$ cat src/rtl/prm_edge_query_seq.sv
// -----------------------------------------------------------------------------
// prm_edge_query_seq
//
// Initiator side of the per-edge obstacle checker. Streams obstacle voxel codes
// into one combinational checker, samples its edge_mask reply one cycle after
// each accepted voxel, and returns one verdict per frame. An edge is blocked if
// any voxel of the frame hits.
//
// Optional feature macro: PRM_HIT_CNT_EN
//   defined   -> res_count port present; saturating per-frame hit counter
//   undefined -> res_count port and counter removed
//
// Ports:
//   clk          single clock, rising edge
//   rst          synchronous, active-high reset
//   vox_valid    voxel code offered
//   vox_ready    sequencer accepts voxel (transfer = valid & ready)
//   vox_code     voxel code
//   vox_last     final voxel of frame
//   chk_code     registered code driven to checker inputs A..O
//   chk_hit      checker edge_mask (combinational from chk_code)
//   res_valid    frame verdict available
//   res_ready    consumer takes verdict (transfer = valid & ready)
//   res_blocked  1 = at least one voxel hit
//   res_count    hits in frame (PRM_HIT_CNT_EN only)
//   busy         frame in progress (state != IDLE)
// -----------------------------------------------------------------------------
module prm_edge_query_seq #(
    parameter int CODE_W = 15,
    parameter int CNT_W  = 16
) (
    input  logic              clk,
    input  logic              rst,
    input  logic              vox_valid,
    output logic              vox_ready,
    input  logic [CODE_W-1:0] vox_code,
    input  logic              vox_last,
    output logic [CODE_W-1:0] chk_code,
    input  logic              chk_hit,
    output logic              res_valid,
    input  logic              res_ready,
    output logic              res_blocked,
`ifdef PRM_HIT_CNT_EN
    output logic [CNT_W-1:0]  res_count,
`endif
    output logic              busy
);

    typedef enum logic [1:0] {
        IDLE  = 2'd0,
        ACC   = 2'd1,
        FLUSH = 2'd2,
        RESP  = 2'd3
    } state_t;

    state_t state;
    logic   pend;     // chk_code holds a voxel accepted last cycle; sample now
    logic   acc;

    logic   xfer;
    logic   samp_hit;
    logic   acc_nxt;

    always_comb begin
        xfer     = vox_valid & vox_ready;
        samp_hit = pend & chk_hit;
        acc_nxt  = acc | samp_hit;
    end

`ifdef PRM_HIT_CNT_EN
    logic [CNT_W-1:0] cnt;
    logic [CNT_W-1:0] cnt_nxt;

    // Saturate instead of wrapping so a large frame never reports few hits.
    always_comb begin
        cnt_nxt = cnt;
        if (samp_hit && (cnt != '1))
            cnt_nxt = cnt + 1'b1;
    end

    always_ff @(posedge clk) begin
        if (rst) begin
            cnt       <= '0;
            res_count <= '0;
        end else if (state == RESP && res_ready) begin
            cnt <= '0;
        end else begin
            cnt <= cnt_nxt;
            if (state == FLUSH)
                res_count <= cnt_nxt;
        end
    end
`else
    logic unused_cnt_w;
    assign unused_cnt_w = (CNT_W > 0);
`endif

    always_ff @(posedge clk) begin
        if (rst) begin
            state       <= IDLE;
            vox_ready   <= 1'b1;
            chk_code    <= '0;
            pend        <= 1'b0;
            acc         <= 1'b0;
            res_valid   <= 1'b0;
            res_blocked <= 1'b0;
            busy        <= 1'b0;
        end else begin
            pend <= xfer;
            if (xfer)
                chk_code <= vox_code;
            acc <= acc_nxt;

            case (state)
                IDLE: begin
                    if (xfer) begin
                        busy <= 1'b1;
                        if (vox_last) begin
                            state     <= FLUSH;
                            vox_ready <= 1'b0;
                        end else begin
                            state <= ACC;
                        end
                    end
                end
                ACC: begin
                    if (xfer && vox_last) begin
                        state     <= FLUSH;
                        vox_ready <= 1'b0;
                    end
                end
                FLUSH: begin
                    // Final voxel's sample lands this edge; fold it into the verdict.
                    state       <= RESP;
                    res_valid   <= 1'b1;
                    res_blocked <= acc_nxt;
                end
                RESP: begin
                    if (res_ready) begin
                        state     <= IDLE;
                        res_valid <= 1'b0;
                        vox_ready <= 1'b1;
                        busy      <= 1'b0;
                        acc       <= 1'b0;
                    end
                end
                default: state <= IDLE;
            endcase
        end
    end

endmodule

$ cat config.mk
export PLATFORM = sky130hd
export DESIGN_NAME = prm_edge_query_seq
export DESIGN_NICKNAME = d
export VERILOG_FILES = /design/src/rtl/prm_edge_query_seq.sv
export SDC_FILE = /design/constraint.sdc
export NUM_CORES = 1
export LEC_CHECK = 0
export CORE_UTILIZATION = 36
export DETAILED_ROUTE_END_ITERATION = 12
export GPL_ROUTABILITY_DRIVEN = 0
export GPL_TIMING_DRIVEN = 0
export PLACE_DENSITY_LB_ADDON = 0.25
export SLEW_MARGIN = 25
export SYNTH_ARGS = -nofsm -noshare
export SYNTH_HDL_FRONTEND = slang
export SYNTH_SLANG_ARGS = --single-unit
$ cat constraint.sdc
create_clock -name clk -period 1.8 [get_ports clk]
set_input_delay 0.54 -clock clk [delete_from_list [all_inputs] [get_ports clk]]
set_output_delay 0.54 -clock clk [all_outputs]
set_load 0.02 [all_outputs]
### Word level (Yosys, flattened, before mapping)

Index checks and enable logic that the tools add are counted.

| storage, ports and cells | value |
|---|---|
| register bits | 23 |
| bits in latches | 0 |
| memory bits (writable) | 0 |
| memory bits (read-only) | 0 |
| output and inout bits | 19 |
| memories kept | 0 |

| cells by class | value |
|---|---|
| $add $sub $neg | 0 |
| multipliers | 0 |
| divide/modulo/power cells | 0 |
| order comparisons | 0 |
| equality and inequality tests | 7 |
| shift-type cells | 0 |
| muxes and demuxes | 16 |
| bitwise operators | 3 |
| reduce and logical (&&, ||, !) cells | 9 |

Operators by type and width:

| kind | number |
|---|---|
| $mux 1 | 8 |
| $mux 2 | 4 |
| $ne 2x2->1 const B | 4 |
| $pmux 2 s4 | 1 |
| $reduce_and 3->1 | 2 |
| $reduce_and 5->1 | 1 |
| $eq 2x2->1 const B | 2 |
| $pmux 1 s2 | 2 |
| $reduce_bool 2->1 | 2 |
| $pmux 1 s3 | 1 |
| $reduce_bool 3->1 | 1 |
| $and 1x1->1 | 2 |
| $eq 2x1->1 const B | 1 |
| $logic_not 2->1 | 1 |
| $reduce_and 2->1 | 1 |
| $logic_and 1x1->1 | 1 |
| $or 1x1->1 | 1 |

### Logic depth before layout (Yosys ltp)

| logic depth | value |
|---|---|
| word-level depth | 4 |
| mapped depth | 6 |
| gate-level depth less buffers | 6 |

### Worst setup path before layout

Ideal clock, no wire load.

| path | value |
|---|---|
| kind | reg-to-reg |
| from | register state[0] |
| to | register vox_ready |
| setup time | 0.122 ns |
| arrival time | 1.664 ns |
| required time | 1.678 ns |
| path slack | 0.014 ns |
| cell stages (with the launch flop) | 6 |
| path buffers | 0 |
| clock period less this slack | 1.786 ns |
| cell sequence | dfxtp_1 inv_1 ha_1 a222oi_1 a21boi_1 a311o_1 |

| between the ends | value |
|---|---|
| cells in the longest elaborated chain, start to end | 3 |
| elaborated cells between the ends (all ways) | 10 |

RTL lines:

| element | RTL line | RTL |
|---|---|---|
| start: declaration | 56 | `state_t state;` |
| start signal: assignment | 100 | `state <= IDLE;` |
| start signal: assignment | 119 | `state <= FLUSH;` |
| start signal: assignment | 122 | `state <= ACC;` |
| $eq 2x1->1, or another cell as far along | 114 | `case (state)` |
| $ne 2x2->1 (no source line) or $reduce_bool 3->1 (tied branches) | -- |  |
| $reduce_and 5->1 (no source line) | -- |  |
| end signal: assignment | 120 | `vox_ready <= 1'b0;` |
| end signal: assignment | 129 | `vox_ready <= 1'b0;` |
| end signal: assignment | 142 | `vox_ready <= 1'b1;` |
| end: declaration | 35 | `output logic vox_ready,` |

Several ways; a longest one is shown, not always the timed one.
A chain may end at the register's enable or synchronous reset.

### Worst setup path in the final report

| path | value |
|---|---|
| from | input port res_ready |
| to | register state[0] |

| between the ends | value |
|---|---|
| cells in the longest elaborated chain, start to end | 2 |

RTL lines:

| element | RTL line | RTL |
|---|---|---|
| start: declaration | 41 | `input logic res_ready,` |
| $ne 2x2->1 (no source line) | -- |  |
| $reduce_and 3->1 (no source line) | -- |  |

Every way passes these cells.

==> flow_metrics.py <==
metrics = {
    "yosys": {
        "synth_edf_count": 0,
        "ys_async_sr_fraction_pct": 0,
        "synth.area.top_cells": "dfxtp_1, nand2_1, a21oi_1",
        "yosysSeqAreaShare_pct": 49.9,
        "synth_common_cells": "nand2_1, dfxtp_1, a21oi_1",
        "ys_ff_latch": 23,
        "synth_largest_area_cell": "dfxtp_1",
        "synth-main-ff-cell": "dfxtp_1",
        "synth_area_per_cell_um2": 8.32,
        "netlist_area_um2": 923,
        "yosys.area.top_type_share_pct": 49.9,
        "yosysWarnings": 0,
        "yosysMostFrequentCell": "nand2_1",
        "yosysUniqueCellTypes": 19,
        "syn_nets": 138,
        "synth_cells": 111,
    },
    "pwr": {
        "p_int_mw": 1.06,
        "powerDensity_mw_per_mm2": 1260,
        "p_comb_share_pct": 45.7,
        "p_leak_nw": 0.641,
        "pwr-share-clk_pct": 13.9,
        "swShare_pct": 39.0,
        "p_sw_uw": 676,
        "p_seq_share_pct": 40.4,
        "peakVddDrop_mv": 0.852,
    },
    "floorplan": {
        "initial_core_util_pct": 39.8,
        "dieArea_mm2": 0.00277,
        "io_pins": 40,
        "coreArea_mm2": 0.00232,
        "die_h_um": 52.6,
        "row_count": 17,
        "die_w_um": 52.6,
    },
    "setup_path": {
        "crit_type": "in -> reg",
        "crit_fanout": 3,
        "worstPathArrival_ps": 1930,
        "worst_setup_path_end_kind": "register",
        "critical_path_required_ps": 2000,
        "startpoint_type": "input pin",
    },
    "timing": {
        "worst_pin_slew_ps": 437,
        "slew_viol_final": 0,
        "fin_skew_ps": 7.56,
        "finalCritPeriodShare_pct": 96.2,
        "hold_ws_ps": 459,
        "setup_viol": 0,
        "hold_violations": 0,
        "post-route-min-period_ps": 1730,
        "fin_setup_tns_ps": 0,
        "slew-limit-headroom_pct": 70.9,
        "max_freq_mhz": 578,
        "fin_ws_ps": 68.5,
    },
    "global_route": {
        "grt_overflow_total": 0,
        "grt_max_degree": 14,
        "track_usage_pct": 17.6,
        "grt_pass1_wl_um": 3540,
        "antenna_found_initial": 0,
        "grt_pass1_vias": 848,
    },
    "finish": {
        "design_area_mm2": 0.00138,
        "finish.utilization_pct": 59.6,
        "num_antenna_cells": 0,
        "fin_nets": 184,
        "drive_gt1_share_pct": 7.05,
        "syn_to_final_growth_pct": 49.7,
    },
    "placed_design": {
        "io_buffers": 39,
        "dpl.hpwl_um": 1610,
        "placed_cell_area_mm2": 0.00135,
        "pre_cts_slack_ps": -713,
    },
    "drt": {
        "dr.first_iter.drc_count": 11,
        "drc_errors": 0,
        "via_per_inst": 4.82,
        "first_pass_iters": 4,
        "drt-total-wl_um": 2190,
        "antenna_left": 0,
        "vias": 886,
        "avgRoutedWirePerCell_um": 11.9,
    },
    "clock_tree": {
        "hold_buffers": 0,
        "clk_pin_slew_ps": 120,
        "htreeDepth": 1,
        "clockRootBuffer": "clkbuf_4",
        "cts_tree": "built",
        "clkLatencyLatePin_ps": 310,
        "cts_sinks": 23,
        "cts_made_buffers": 3,
        "cts_buffer_depth": 2,
    },
    "hold_path": {
        "min_path_type": "reg -> reg",
    },
    "run": {
        "drv_cap": 0,
    },
    "outcome": {
        "status": "finished clean",
    },
}
[what timing repair did]
item	4_1_cts	5_1_grt
gates resized for setup	21	6
endpoints found under the setup margin	32	4
hold endpoints to repair	0	0
pin swaps	2	1
setup buffers	2	0
[worst paths after layout]
check                            startpoint           to  slack [ps]  depth (start not counted)
worst max-delay path              res_ready     state[0]          70                          7
worst max register to register     state[0]     state[0]         140                          7
worst min-delay path            chk_code[4]  chk_code[4]         460                          2
worst min register to register  chk_code[4]  chk_code[4]         460                          2
[critical path: stages]
cell,delay (ps)
clkdlybuf4s50_1,490
inv_1,70
a222oi_1,310
buf_4,180
buf_4,120
mux2i_1,180
nor2_1,50
[state kept, by name (all words and copies together) (netlist names)]
name and flops:
acc 1, chk_code 15, res_valid 1, pend 1, busy 1, res_blocked 1
state 2, vox_ready 1
[power by group through the flow]
stage / registers [mW] / logic [mW] / clock network [mW]
floorplan: 0.796 / 0.388 / 0
global placement: 0.699 / 0.758 / 0
detailed placement: 0.709 / 0.774 / 0
CTS: 0.697 / 0.772 / 0.245
global route: 0.715 / 0.878 / 0.271
finish: 0.701 / 0.793 / 0.242
[layout make-up]
cell class | instances | area (um^2)
Inverter | 4 | 15.0
Fill cell | 221 | 936
Timing Repair Buffer | 41 | 383
Multi-Input combinational cell | 79 | 439
Tap cell | 28 | 35.0
Buffer | 5 | 20.0
Clock buffer | 3 | 22.5
Sequential cell | 23 | 463
Clock inverter | 1 | 5.00
[logic make-up (layout without fill, tap and decap cells)]
| logic type | Yosys count | count (layout) | share of synthesized area [%] |
|---|---|---|---|
| adder cells (fa/ha/maj) | 6 | 6 | 8.13 |
| AO/OA/AOI/OAI | 27 | 27 | 16.9 |
| buffers and inverters | 9 | 54 | 3.66 |
| multiplexers | 2 | 2 | 2.17 |
| AND/OR/NAND/NOR | 44 | 44 | 19.2 |
| flip-flops | 23 | 23 | 49.9 |
[through the flow]
step | std cells | total power [mW]
6_report | 184 | 1.74
5_1_grt | 184 | 1.86
4_1_cts | 184 | 1.71
3_5_place_dp | 178 | 1.48
3_3_place_gp | 178 | 1.46
2_1_floorplan | 111 | 1.18
[routing by layer]
metal / global-route usage [%] / part of all wire, % / vias to the layer above
met1: 20.8 / 45 / 398
met2: 30.6 / 50 / 26
met5: 0 / 0 / -
met4: 8.33 / 0.59 / 0
met3: 2.90 / 4.8 / 2
li1: - / - / 460
[placed cells by master, fill, tap and decap left out]
| master | instances |
|---|---|
| clkbuf_1 | 4 |
| clkdlybuf4s50_1 | 18 |
| clkbuf_2 | 1 |
| a21boi_1 | 1 |
| a21o_1 | 1 |
| nor2b_1 | 1 |
| mux2i_1 | 2 |
| and2_1 | 1 |
| nand3_1 | 1 |
| ha_1 | 6 |
| clkinv_2 | 1 |
| a311o_1 | 1 |
| a31oi_1 | 1 |
| nand2_1 | 31 |
| nand2_4 | 1 |
| dlygate4sd2_1 | 20 |
| nor2_1 | 8 |
| a211oi_2 | 1 |
| a222oi_1 | 1 |
| inv_1 | 4 |
| a211oi_1 | 1 |
| nor3b_1 | 1 |
| dlymetal6s2s_1 | 1 |
| clkbuf_4 | 3 |
| a21oi_1 | 20 |
| dfxtp_1 | 21 |
| buf_4 | 2 |
| dfxtp_2 | 2 |
Power figures use the tool's default switching activity.
